[config.mk]
export PLATFORM = sky130hd
export DESIGN_NAME = scan_loc_sequencer
export DESIGN_NICKNAME = d
export VERILOG_FILES = /design/src/rtl/scan_seq_pkg.sv /design/src/rtl/scan_unload_cmp.sv /design/src/rtl/scan_loc_sequencer.sv
export SDC_FILE = /design/constraint.sdc
export NUM_CORES = 1
export LEC_CHECK = 0
export ABC_AREA = 1
export ABC_CLOCK_PERIOD_IN_PS = 3150
export CAP_MARGIN = 20
export CORE_ASPECT_RATIO = 1.1
export CORE_UTILIZATION = 46
export DETAILED_ROUTE_END_ITERATION = 12
export PLACE_DENSITY = 0.72
export SLEW_MARGIN = 20
export SYNTH_ARGS = -nofsm -noshare
export SYNTH_HDL_FRONTEND = slang
export SYNTH_SLANG_ARGS = --single-unit
export TNS_END_PERCENT = 10
[constraint.sdc]
create_clock -name clock -period 3.15 [get_ports clock]
set_input_delay 0.63 -clock clock [delete_from_list [all_inputs] [get_ports clock]]
set_output_delay 0.63 -clock clock [all_outputs]
set_load 0.02 [all_outputs]
[src/rtl/scan_seq_pkg.sv]
// Shared types and sizing helpers for the LOC scan pattern sequencer.
package scan_seq_pkg;

  typedef enum logic [2:0] {
    ST_IDLE,
    ST_SE_RISE,
    ST_SHIFT,
    ST_SE_FALL,
    ST_LAUNCH,
    ST_CAPTURE,
    ST_DONE
  } state_e;

  localparam int SE_SETTLE_DEF = 2;

  // Width of a counter that must hold values 0..n inclusive.
  function automatic int shift_cnt_w(input int n);
    return (n < 1) ? 1 : $clog2(n + 1);
  endfunction

endpackage

[src/rtl/scan_unload_cmp.sv]
// Masked compare of unloaded scan-out bits with saturating miscompare count,
// sticky fail flag and the pattern index of the first miscompare.
module scan_unload_cmp #(
  parameter int CNT_W = 16
) (
  input  logic             clk_i,
  input  logic             rst_ni,
  input  logic             clear_i,
  input  logic             cmp_en_i,
  input  logic [1:0]       so_i,
  input  logic [1:0]       exp_i,
  input  logic [1:0]       mask_i,
  input  logic [CNT_W-1:0] pat_cnt_i,
  output logic             fail_o,
  output logic [CNT_W-1:0] fail_cnt_o,
  output logic [CNT_W-1:0] first_fail_pat_o
);

  logic             fail_q, fail_d;
  logic [CNT_W-1:0] fail_cnt_q, fail_cnt_d;
  logic [CNT_W-1:0] ffp_q, ffp_d;
  logic [1:0]       miss;
  logic [1:0]       nmiss;

  function automatic logic [CNT_W-1:0] sat_add(input logic [CNT_W-1:0] a,
                                               input logic [1:0]       b);
    logic [CNT_W:0] s;
    s = {1'b0, a} + {{(CNT_W-1){1'b0}}, b};
    return s[CNT_W] ? {CNT_W{1'b1}} : s[CNT_W-1:0];
  endfunction

  assign miss  = mask_i & (so_i ^ exp_i);
  assign nmiss = {1'b0, miss[0]} + {1'b0, miss[1]};

  always_comb begin
    fail_d     = fail_q;
    fail_cnt_d = fail_cnt_q;
    ffp_d      = ffp_q;
    if (clear_i) begin
      fail_d     = 1'b0;
      fail_cnt_d = '0;
      ffp_d      = '0;
    end else if (cmp_en_i && (miss != 2'b00)) begin
      fail_d     = 1'b1;
      fail_cnt_d = sat_add(fail_cnt_q, nmiss);
      if (!fail_q) ffp_d = pat_cnt_i;
    end
  end

  always_ff @(posedge clk_i or negedge rst_ni) begin
    if (!rst_ni) begin
      fail_q     <= 1'b0;
      fail_cnt_q <= '0;
      ffp_q      <= '0;
    end else begin
      fail_q     <= fail_d;
      fail_cnt_q <= fail_cnt_d;
      ffp_q      <= ffp_d;
    end
  end

  assign fail_o           = fail_q;
  assign fail_cnt_o       = fail_cnt_q;
  assign first_fail_pat_o = ffp_q;

endmodule

[src/rtl/scan_loc_sequencer.sv]
// Launch-on-capture scan pattern applicator for a two-chain scanned core:
// streams load/unload words through the chains and pulses an at-speed LAUNCH/CAPTURE pair.
module scan_loc_sequencer
  import scan_seq_pkg::*;
#(
  parameter int CHAIN_LEN = 61,
  parameter int SE_SETTLE = SE_SETTLE_DEF,
  parameter int CNT_W     = 16
) (
  input  logic             clock,
  input  logic             reset,
  input  logic             start,
  input  logic             abort,
  input  logic             in_valid,
  output logic             in_ready,
  input  logic [1:0]       in_si,
  input  logic [1:0]       in_exp,
  input  logic [1:0]       in_mask,
  input  logic             in_last,
  input  logic [1:0]       test_so_in,
  output logic [1:0]       test_si_out,
  output logic             test_se,
  output logic             dut_clk_en,
  output logic             busy,
  output logic             done,
  output logic             fail,
  output logic [CNT_W-1:0] fail_cnt,
  output logic [CNT_W-1:0] pat_cnt,
  output logic [CNT_W-1:0] first_fail_pat
);

  localparam int SC_W = shift_cnt_w(CHAIN_LEN);
  localparam int ST_W = shift_cnt_w(SE_SETTLE);

  state_e           state_q;
  logic [SC_W-1:0]  shift_cnt_q;
  logic [ST_W-1:0]  settle_q;
  logic [CNT_W-1:0] pat_cnt_q;
  logic             idle_like, session_start, hs, last_word, settle_end;

  assign idle_like     = (state_q == ST_IDLE) || (state_q == ST_DONE);
  assign session_start = idle_like && start && !abort;
  assign in_ready      = (state_q == ST_SHIFT);
  assign hs            = in_valid && in_ready;
  assign last_word     = (shift_cnt_q == SC_W'(CHAIN_LEN - 1));
  assign settle_end    = (settle_q == ST_W'(SE_SETTLE - 1));

  // Shift edges follow the accepted word directly so the DUT clocks in the same cycle.
  assign test_se     = (state_q == ST_SE_RISE) || (state_q == ST_SHIFT);
  assign dut_clk_en  = hs || (state_q == ST_LAUNCH) || (state_q == ST_CAPTURE);
  assign test_si_out = hs ? in_si : 2'b00;
  assign busy        = !idle_like;
  assign done        = (state_q == ST_DONE);
  assign pat_cnt     = pat_cnt_q;

  always_ff @(posedge clock or negedge reset) begin
    if (!reset) begin
      state_q     <= ST_IDLE;
      shift_cnt_q <= '0;
      settle_q    <= '0;
      pat_cnt_q   <= '0;
    end else if (abort) begin
      state_q <= ST_IDLE;
    end else begin
      case (state_q)
        ST_IDLE, ST_DONE: begin
          if (start) begin
            state_q   <= ST_SE_RISE;
            settle_q  <= '0;
            pat_cnt_q <= '0;
          end
        end
        ST_SE_RISE: begin
          if (settle_end) begin
            state_q     <= ST_SHIFT;
            settle_q    <= '0;
            shift_cnt_q <= '0;
          end else begin
            settle_q <= settle_q + ST_W'(1);
          end
        end
        ST_SHIFT: begin
          if (hs) begin
            if (last_word) begin
              state_q     <= in_last ? ST_DONE : ST_SE_FALL;
              shift_cnt_q <= '0;
              settle_q    <= '0;
            end else begin
              shift_cnt_q <= shift_cnt_q + SC_W'(1);
            end
          end
        end
        ST_SE_FALL: begin
          if (settle_end) begin
            state_q  <= ST_LAUNCH;
            settle_q <= '0;
          end else begin
            settle_q <= settle_q + ST_W'(1);
          end
        end
        ST_LAUNCH: state_q <= ST_CAPTURE;
        ST_CAPTURE: begin
          state_q   <= ST_SE_RISE;
          settle_q  <= '0;
          pat_cnt_q <= pat_cnt_q + CNT_W'(1);
        end
        default: state_q <= ST_IDLE;
      endcase
    end
  end

  scan_unload_cmp #(.CNT_W(CNT_W)) u_cmp (
    .clk_i           (clock),
    .rst_ni          (reset),
    .clear_i         (session_start),
    .cmp_en_i        (hs),
    .so_i            (test_so_in),
    .exp_i           (in_exp),
    .mask_i          (in_mask),
    .pat_cnt_i       (pat_cnt_q),
    .fail_o          (fail),
    .fail_cnt_o      (fail_cnt),
    .first_fail_pat_o(first_fail_pat)
  );

endmodule

-- Yosys cells after proc, flatten, opt, wreduce, memory -nomap -nowiden
Index checks and enable logic that the tools add are counted.
- register bits after elaboration: 60
- bits of input ports: 14
- output and inout bits: 56
- word-level logic and storage cells: 84
- add/subtract/negate cells: 5
- equal/unequal tests: 18
- mux-type cells: 28
- bitwise gates (word level): 3
- reductions and logical operators: 23
- operator list (operator ; number):
    $mux W16 ; 7
    $pmux W16 S2 ; 1
    $mux W3 ; 7
    $mux W6 ; 3
    $pmux W3 S6 ; 1
    $add A16 B2 Y17 ; 1
    $add A16 B1 Y16 const B ; 1
    $pmux W6 S2 ; 1
    $mux W2 ; 5
    $reduce_and A5 Y1 ; 2
    $eq A3 B3 Y1 const B ; 3
    $ne A3 B3 Y1 const B ; 3
    $pmux W2 S4 ; 1
    $reduce_bool A2 Y1 ; 4
    $add A6 B1 Y6 const B ; 1
    $eq A3 B2 Y1 const B ; 2
    $eq A6 B6 Y1 const B ; 1
    $ne A2 B2 Y1 const B ; 3
    $ne A3 B2 Y1 const B ; 2
    $logic_and A1 B1 Y1 ; 4
    $logic_or A1 B1 Y1 ; 4
    $ne A2 B1 Y1 const B ; 2
    $reduce_and A4 Y1 ; 1
    $reduce_bool A4 Y1 ; 1
    other kinds (13) ; 16

-- Depth between registers and ports, before layout
Gate-level depths: netlist of the first run.
- depth after elaboration: 7
- gate-level depth with buffers: 12

-- Hierarchy
A second synthesis of the first run with hierarchy kept.
- cells, all modules: 541
- area total of the unflattened synthesis: 3888.7 µm²
- modules (own cells, without submodules) (module ; instances ; cells an instance ; area an instance (µm²)):
    scan_loc_sequencer ; 1 ; 294 ; 2028.2
    scan_unload_cmp ; 1 ; 247 ; 1860.5

-- Worst setup path after synthesis of the first run
Ideal clock, no wire load.
- kind: input-to-reg
- from: input port in_exp[0]
- to: register u_cmp.fail_cnt_q[5], in the netlist u_cmp.fail_cnt_o[5]
- data arrival time: 2.270 ns
- setup slack: 0.814 ns
- cell stages on the path: 11
- cells stage by stage: or2_2 -> nand3_1 -> fa_1 -> inv_1 -> ha_1 -> nand3_1 -> inv_1 -> nand2_1 -> nor2_1 -> o21ai_0 -> nand2_1
- word-level cells in the longest chain between the ends: 7
- elaborated cells on any way between the ends: 10
- RTL lines (what ; RTL line ; RTL):
    start, declared ; scan_loc_sequencer.sv:17 ; input logic [1:0] in_exp,
    $xor A2 B2 Y2 (*) ; scan_unload_cmp.sv:32 ; assign miss = mask_i & (so_i ^ exp_i);
    $and A2 B2 Y2 (*) ; scan_unload_cmp.sv:32 ;
    $add A1 B1 Y2 ; scan_unload_cmp.sv:33 ; assign nmiss = {1'b0, miss[0]} + {1'b0, miss[1]};
    $add A16 B2 Y17 ; scan_unload_cmp.sv:28 ; s = {1'b0, a} + {{(CNT_W-1){1'b0}}, b};
    $mux W16 ; scan_unload_cmp.sv:29 ; return s[CNT_W] ? {CNT_W{1'b1}} : s[CNT_W-1:0];
    $mux W16 ; scan_unload_cmp.sv:43 ; end else if (cmp_en_i && (miss != 2'b00)) begin
    $mux W16 ; scan_unload_cmp.sv:39 ; if (clear_i) begin
    end signal, assigned ; scan_unload_cmp.sv:57 ; fail_cnt_q <= fail_cnt_d;
    end, declared ; scan_unload_cmp.sv:20 ; logic [CNT_W-1:0] fail_cnt_q, fail_cnt_d;
Every way passes the cells marked *; elsewhere a longest branch is shown, timed or not. The select of a mux whose other input is x is not followed.
A chain may end at the register's enable or synchronous reset.

-- Final worst setup path of the first run
- from: input port in_valid
- to: output port test_si_out[1]
- word-level cells in the longest chain between the ends: 2
- RTL lines (what ; RTL line ; RTL):
    start, declared ; scan_loc_sequencer.sv:14 ; input logic in_valid,
    $logic_and A1 B1 Y1 ; scan_loc_sequencer.sv:44 ; assign hs = in_valid && in_ready;
    $mux W2 ; scan_loc_sequencer.sv:51 ; assign test_si_out = hs ? in_si : 2'b00;
    end, declared ; scan_loc_sequencer.sv:21 ; output logic [1:0] test_si_out,
Every way passes these cells.

==> results, run 1 <==
- The run finished with clean final reports.
- The worst-case IR drop observed on VDD is between 200 and 300 uV.
- The hold-fix buffer count after cts is 0.
- Once detail routing completed, the nets flagged for antenna violations numbered 0.
- The floorplan step defined a die boundary enclosing 8434 um2.
- The share of power burned in the clock network is 0.361.
- In this run the horizontal extent of the chip is about 90 um.
- The compound-gate portion of the synthesized area is 0.09471.
- The total detailed-routing wirelength is 9309 um.
- The number of antenna repair diodes is 0.
- TritonCTS built the clock tree.
- Buffers placed on the I/O ports in this run total 69.
- The required arrival time at the worst endpoint is between 2000 and 3000 ps.
- The via count is approximately 3600.
- In the layout the commonest cells are 130 x sky130_fd_sc_hd__nand2_1, 68 x sky130_fd_sc_hd__clkdlybuf4s50_1, 65 x sky130_fd_sc_hd__nand3_1.
- The first detailed-routing pass ran for 4 iterations.
- The floorplan step defined a core boundary enclosing 7870 um2.
- The number of warnings issued by yosys is 0.
- The leakage power figure is around 2.1 nW.
- The fraction of met1 tracks used by global routing is 0.2946.
- The switching power as a share of total power is 0.3380.
- The first global-routing pass estimated about 15000 um of wire.
- STA classifies the critical path endpoint as an output port.
- The final setup TNS is 0 ps.
- The number of violations of the max-capacitance limit is 0.
- The number of slew-limit violations in the final report is 0.
- The relative area change from synthesis to final layout is 26.66%.
- In this run the vertical extent of the chip is a little under 100 um.
- Setup repair after global routing left no endpoint under its margin.
- The post-layout instance count excluding filler cells is 676.
- After synthesis, the share of flip-flops with an asynchronous set or reset is 1.000.
- For met3 alone, demand over resource in global routing was 0.04117.
- The buffer type at the clock tree root is sky130_fd_sc_hd__clkbuf_8.
- Routability-driven placement finished with a final weighted congestion of between 0.9 and 1.
- The worst setup path is launched from an input port.
- The global routing met2 resource utilization is 0.4030.
- Across all setup checks in the final design, the least slack found is ~370 ps.
- The main combinational cell family by area after synthesis is simple AND/OR/NAND/NOR gates.
- The sequential cell fraction of total power is 0.361.
- The number of cell rows is 34.
- The synthesized area per cell is roughly 7.6 um2.
- Dividing the detail-routed via count by the number of cells gives approximately 5.3.
- In this run, CTS created clock tree buffers numbering 9.
- In this run the register-to-register setup slack is 1000 ps.
- Before CTS, the worst setup slack after placement is 165.2 ps.
- The net count of the finished layout is 582.
- The routed length per placed instance is roughly 14 um.
- Setup violations remaining at the end of the flow were counted as 0.
- Of the total synthesized cell area, the portion taken by AND, OR, NAND and NOR gates is 0.3758.
- For the worst flop-to-flop path, the logic depth is 8.
- The endpoint identified for the worst register-to-register timing path is u_cmp.first_fail_pat_o[15].
- The share of layout cells above drive strength 1 is 0.1109.
- The signal on the critical path passes through clkdlybuf4s50_1 -> inv_1 -> nor2_4 -> inv_1 -> nor2_1 -> clkdlybuf4s50_1.
- The data arrival time of the worst path is 2150 ps.
- The total congestion overflow is 0.
- On the worst path, the slowest cell contributes a delay of about 610 ps.
- The count of boundary I/O pins is 70.
- The HPWL after detailed placement is 6824 um.
- The count of instances resized after the clock tree is built is 0.
- The number of global-route vias before repair came to between 3000 and 4000.
- In this run the deepest clock path goes through 2 buffers.
- For this design the ratio of total power to cell area is a little over 500 nW/um2.
- The violation count after the first detailed-route iteration is ~220.
- Of the available clock period, the critical path in the final layout requires 0.8822.
- For the pin with the worst max-slew slack, the measured transition is around 800 ps.
- Among all flip-flop cells after synthesis, the most frequent one is sky130_fd_sc_hd__dfrtp_1.
- Of the total synthesized cell area, the portion taken by XOR and XNOR cells is 0.02359.
- The most used routing layer in global routing is met2.
- The minimum clock period is 2779 ps.
- The count of endpoints failing hold in the final timing report came to 0.
- The internal portion of the total power is about 0.0016 W.
- The portion of netlist area occupied by mux cells is 0.
- The H-tree depth reported by CTS is 3.
- The post-synthesis instance area is 3712 um2.
- For this run, design rule violations remaining after detail routing come to 0.
- The number of clock sinks is 60.
- The share of total power dissipated in combinational logic is 0.278.
- The library cell used most frequently in the layout, excluding fill and tap cells, is sky130_fd_sc_hd__nand2_1.
- The clock latency at the later pin of the worst-skew pair is 340 ps.
- The maximum clock frequency is approximately 0.36 GHz.
- The path type of the worst setup path is in2out.
- In this run, synthesis produced a sequential element count of 60.
- The class of the worst hold path is in2async.
- The worst clock skew is roughly 9.4 ps.
- The number of antenna violations at the first check in global routing was 0.
- The sequential area share after synthesis is 0.4044.
- The number of nets produced by synthesis is 510.
- The number of fill cells is about 720.
- Counting every instance in the synthesized netlist gives between 400 and 500.
- The worst pin sits at a relative slew slack of 0.4651.
- Entering global routing, the biggest net connects 31 pins.
- In this run the critical register-to-register path is launched from state_q[2].
- The post-CTS setup buffer count is 0.
- Across every metal layer, demand over resource in global routing totals 0.2372.
- The synthesized design contains 0 enable-type register cells.
- The cell with the largest stage delay on the worst path is sky130_fd_sc_hd__clkdlybuf4s50_1.
- Of the total synthesized cell area, the portion taken by full adders, half adders and majority gates is 0.01887.
- The starting utilization of the core area is 0.4717.
- The net switching power figure is slightly above 0.0008 W.
- The instance count after placement with tap cells included is 660.
- Counting distinct cell types in the post-synthesis netlist gives 32.
- Of all nets on the critical path, the largest fanout is 4.
- The post-CTS clock slew at the launch and capture registers of the worst setup and hold paths is around 70 ps.
[per-stage QoR]
| step | cell area, um2 | power, W | hold WS [ps] | util |
|---|---|---|---|---|
| after global routing | 4702 | 0.002554 | 278.8 | 0.5975 |
| after CTS | 4702 | 0.002451 | 249.1 | 0.5975 |
| after global placement | 4452 | 0.001558 | 490.6 | 0.5657 |
| after floorplan | 3712 | 0.001373 | 334.4 | - |
| final | 4702 | 0.002432 | 242.3 | 0.5975 |
| after detailed placement | 4452 | 0.001569 | 495.6 | 0.5657 |
[metal layers]
layer	vias to the layer above	part of all wire
li1	1766	-
met1	1681	0.43
met2	114	0.49
met3	24	0.044
met4	0	0.028
met5	-	0
[cells by family (layout without fill, tap and decap cells)]
group | count (synthesis) | in the layout
AO/OA/AOI/OAI | 62 | 62
adder cells (fa/ha/maj) | 5 | 5
buffers and inverters | 62 | 139
XOR/XNOR | 10 | 10
AND/OR/NAND/NOR | 292 | 292
flip-flops | 60 | 60
[worst max-delay path: cells and delay by family]
| family | cells | cell delay, ps |
|---|---|---|
| buffers and inverters | 4 | 1240 |
| AND/OR/NAND/NOR | 2 | 280 |
[flip-flops by register name (all words and copies together) (netlist names)]
register	flops
shift_cnt_q	6
u_cmp.fail_o	1
u_cmp.first_fail_pat_o	16
u_cmp.fail_cnt_o	16
state_q	3
settle_q	2
pat_cnt	16
[synthesized netlist by cell type (4+ instances only)]
cell	count	share of area
sky130_fd_sc_hd__nor2_1	47	0.048
sky130_fd_sc_hd__o21ai_0	32	0.043
sky130_fd_sc_hd__xor2_1	5	0.012
sky130_fd_sc_hd__nand2_1	130	0.13
sky130_fd_sc_hd__dfrtp_1	60	0.40
sky130_fd_sc_hd__ha_1	4	0.013
sky130_fd_sc_hd__o21ai_1	8	0.011
sky130_fd_sc_hd__nand4_1	20	0.034
sky130_fd_sc_hd__nand3_1	65	0.088
sky130_fd_sc_hd__inv_1	43	0.043
sky130_fd_sc_hd__nand2_4	5	0.015
sky130_fd_sc_hd__o21ai_2	9	0.021
sky130_fd_sc_hd__xnor2_1	5	0.012
sky130_fd_sc_hd__inv_2	5	0.0051
sky130_fd_sc_hd__buf_4	4	0.0081
sky130_fd_sc_hd__buf_6	5	0.015
sky130_fd_sc_hd__a21oi_1	10	0.013
sky130_fd_sc_hd__nor2_4	5	0.015
sky130_fd_sc_hd__nand3_2	12	0.032
[worst max-delay path by stage]
stage,slack (ps),cells after the start,from,end
after floorplan,810,11,in_exp[0],u_cmp.fail_cnt_o[5]
after global placement,260,12,in_exp[0],u_cmp.fail_cnt_o[5]
after detailed placement,170,12,in_exp[0],u_cmp.fail_cnt_o[8]
after CTS,360,6,in_valid,test_si_out[0]
after global routing,260,6,in_valid,test_si_out[1]
final,370,6,in_valid,test_si_out[1]
[power groups by stage]
| stage | Combinational [W] | Sequential (W) | Clock (W) |
|---|---|---|---|
| detailed placement | 0.000678 | 0.000891 | 0 |
| global route | 0.000750 | 0.000887 | 0.000917 |
| finish | 0.000676 | 0.000878 | 0.000878 |
| floorplan | 0.000481 | 0.000892 | 0 |
| global placement | 0.000670 | 0.000888 | 0 |
| CTS | 0.000683 | 0.000877 | 0.000890 |
[final cells by class]
class	instances	area [um2]	area share
multi-input cells	369	1904	0.4050
clock buffers	12	155.1	0.03300
clock inverters	4	95.09	0.02022
well taps	108	135.1	0.02874
inverters	50	195.2	0.04151
repair buffers	73	715.7	0.1522
flip-flops and latches	60	1501	0.3193
No activity file was read; power rests on OpenSTA's default activity.
==> run 2: changes to the inputs <==
Settings changed: CELL_PAD_IN_SITES_DETAIL_PLACEMENT from default to 0, CELL_PAD_IN_SITES_GLOBAL_PLACEMENT from default to 1, CORE_UTILIZATION 46 to 41, GPL_TIMING_DRIVEN from default to 0, PLACE_DENSITY 0.72 to default, PLACE_DENSITY_LB_ADDON from default to 0.1, SLEW_MARGIN 20 to default.
==> results, run 2 (synthesis results as in run 1) <==
- The run finished with clean final reports.
- The number of cell rows was 36 (+5.9%).
- The cell family contributing the most delay on the critical path is simple AND/OR/NAND/NOR gates.
- The sequential cell fraction of total power is 0.355 (-0.006).
- The post-CTS setup buffer count came to 0 (unchanged).
- The hold-fix buffer count after cts is 0 (unchanged).
- The kind of start point of the critical path is an input port.
- The worst clock skew is 8.667 ps (-0.7469 ps).
- The via density per instance is 5.075 (-4.3%).
- CTS placed an instance of sky130_fd_sc_hd__clkbuf_8 at the clock tree root.
- The required arrival time at the worst endpoint came to 3430 ps (+910 ps).
- The share of power burned in the clock network is 0.340 (-0.021).
- Leaving out fill and tap cells, the most frequent cells in the layout are 130 x sky130_fd_sc_hd__nand2_1, 68 x sky130_fd_sc_hd__clkdlybuf4s50_1, 65 x sky130_fd_sc_hd__nand3_1.
- The maximum clock frequency is 0.3511 GHz (-2.4%).
- The H-tree depth reported by CTS came to 3 (unchanged).
- The final weighted congestion in routability-driven placement is 0.8526 (-7.5%).
- The area of all placed cells without fillers is 4781 um2 (+1.7%).
- The worst hold slack across all endpoints is 362.3 ps (+120.0 ps).
- The number of slew-limit violations in the final report was 0 (unchanged).
- The maximum root-to-sink buffer count was 2 (unchanged).
- The count of boundary I/O pins is 70 (unchanged).
- The count of nets left with antenna violations after detail routing is 0 (unchanged).
- The area taken by flip-flops and latches was 1501 um2 (unchanged).
- The most common cell after layout, fill and taps aside is sky130_fd_sc_hd__nand2_1.
- Setup repair after global routing left no endpoint under its margin.
- The net switching power figure is 0.0008397 W (+2.1%).
- The share of total power in combinational logic is 0.304 (+0.026).
- The violation count after the first detailed-route iteration is 167 (-25%).
- The fraction of met3 tracks used by global routing was 0.03228 (-0.008884).
- The starting utilization of the core area is 0.4205 (-0.05121).
- The worst-case setup margin in the final layout was 301.6 ps (-69.57 ps).
- The buffers plus inverters on the worst setup path is 3 (-1).
- The number of I/O port buffers was 69 (unchanged).
- The data arrival time of the worst path is 3130 ps (+980 ps).
- The setup slack after placement is -101.6 ps (-266.8 ps).
- The total power divided by cell area is 508.0 nW/um2 (-1.8%).
- The standard cell core area was 8828 um2 (+12%).
- The overall die area is 9439 um2 (+12%).
- The leakage power figure is 2.121 nW (+1.8%).
- The global routing met2 resource utilization is 0.3755 (-0.02750).
- TritonCTS built the clock tree.
- The total detailed-routing wirelength is 9797 um (+5.2%).
- The number of antenna repair diodes is 0 (unchanged).
- The iteration count of the initial detailed-routing pass is 4 (unchanged).
- The number of global-route vias before repair was 3378 (-0.059%).
- The post-CTS clock slew at the launch and capture registers of the worst setup and hold paths came to 70 ps (about the same).
- The top fanout value on the critical path is 8 (+4).
- The total congestion overflow is 0 (unchanged).
- The via count is 3502 (-2.3%).
- The global-route wire length before repair came to 16370 um (+6.6%).
- The switching power as a share of total power is 0.3458 (+0.007815).
- The remaining max-slew budget at the tightest pin came to 0.4670 (+0.001817).
- The placed cell area is 4543 um2 (+2.1%).
- The path type of the worst setup path is in2reg.
- The post-route DRC violation count is 0 (unchanged).
- The total routing resource utilization after global routing is 0.2239 (-0.01325).
- The routed length per placed instance came to 14.20 um (+3.1%).
- The internal power consumption was 0.001589 W (-1.3%).
- The setup-violating endpoint count in the final report was 0 (unchanged).
- The count of instances resized after the clock tree is built is 0 (unchanged).
- The transition at the pin with the smallest max-transition slack is 799.6 ps (-1.806 ps).
- The fraction of met1 tracks used by global routing is 0.2905 (-0.004139).
- The number of antenna violations at the first check in global routing is 0 (unchanged).
- The worst setup path is captured at a register.
- The maximum vdd drop came to 279.0 uV (+10%).
- The minimum clock period was 2848 ps (+69.57 ps).
- Compared with the post-synthesis result, the final layout area differs by 28.78%.
- The clock latency at the later pin of the worst-skew pair is 340 ps (about the same).
- In this run the worst hold path is classified as in2async.
- By instance count, the cell type seen most on the critical path is sky130_fd_sc_hd__nand3_1.
- The number of fill cells came to 898 (+24%).
- The post-layout instance count excluding filler cells is 690 (+2.1%).
- The most used routing layer in global routing is met2.
- The final net count is 590 (+1.4%).
- The part of the cycle the worst path needs was 0.9043 (+0.02208).
- The share of layout cells above drive strength 1 is 0.1267 (+0.01582).
- Traced cell by cell, the critical path runs through clkdlybuf4s50_1 -> or2_2 -> nand3_1 -> fa_1 -> inv_1 -> ha_1 -> nand3_1 -> inv_1 -> nand4_1 -> nand3_1 -> nand2_1 -> nand2_1.
- The cell with the largest stage delay on the worst path is sky130_fd_sc_hd__clkdlybuf4s50_1.
- The number of clock sinks came to 60 (unchanged).
- The largest net degree at the start of global routing was 61 (+97%).
- The instance count after placement with tap cells included is 674 (+2.1%).
- The highest cell delay on the worst timing path came to 470 ps (-140 ps).
- The count of endpoints failing hold in the final timing report is 0 (unchanged).
- The number of CTS-inserted buffers is 9 (unchanged).
- The number of violations of the max-capacitance limit is 0 (unchanged).
- The width of the die was 92.73 um (+5.8%).
- The overall power of the completed layout was 0.002428 W (-0.17%).
- The height of the chip is 101.8 um (+5.8%).
- The area of the multi-input gates was 1907 um2 (+0.13%).
- The HPWL reported at the end of detailed placement is 7199 um (+5.5%).
==> run 2: path summary, 6_finish.rpt <==
path | slack (ps) | end | from | cells past startpoint
min reg2reg | 520 | u_cmp.first_fail_pat_o[1] | u_cmp.first_fail_pat_o[1] | 2
max reg2reg | 850 | u_cmp.fail_cnt_o[15] | u_cmp.fail_cnt_o[0] | 10
max in group asynchronous | 2240 | pat_cnt[13] | reset | 1
max | 300 | u_cmp.fail_cnt_o[15] | in_exp[0] | 12
min | 360 | u_cmp.fail_cnt_o[8] | reset | 1
min in group clock | 520 | u_cmp.first_fail_pat_o[1] | u_cmp.first_fail_pat_o[1] | 2
==> run 2: cell type report <==
| type | count | area share |
|---|---|---|
| timing repair buffer | 69 | 0.1439 |
| tap | 114 | 0.02984 |
| multi-input combinational | 369 | 0.3988 |
| clock buffer | 12 | 0.03455 |
| inverter | 50 | 0.04083 |
| buffer | 12 | 0.02329 |
| sequential | 60 | 0.3141 |
| clock inverter | 4 | 0.01466 |
==> run 2: metal layers <==
| metal | vias up | share of wire |
|---|---|---|
| li1 | 1775 | - |
| met1 | 1646 | 0.46 |
| met2 | 71 | 0.49 |
| met3 | 10 | 0.038 |
| met4 | 0 | 0.013 |
| met5 | - | 0 |
==> run 2: through the flow <==
step | util | setup TNS, ps
finish | 0.5415 | 0
detailed placement | 0.5146 | -1301
global route | 0.5415 | 0
CTS | 0.5412 | 0
floorplan | - | 0
global placement | 0.5149 | -40200
==> run 2: worst reg2reg max path: cells and delay by family, from the launching register on <==
family / cells / cell delay [ps]
simple gates: 5 / 870
fa+ha+maj: 2 / 720
flops: 1 / 350
buf+inv: 3 / 300
==> run 2: power by group through the flow <==
| stage | clock [W] | sequential [W] | combinational [W] |
|---|---|---|---|
| after global placement | 0 | 0.000876 | 0.000741 |
| final | 0.000827 | 0.000863 | 0.000739 |
| after global routing | 0.000871 | 0.000872 | 0.000817 |
| after floorplan | 0 | 0.000892 | 0.000481 |
| after detailed placement | 0 | 0.000877 | 0.000747 |
| after CTS | 0.000838 | 0.000862 | 0.000750 |
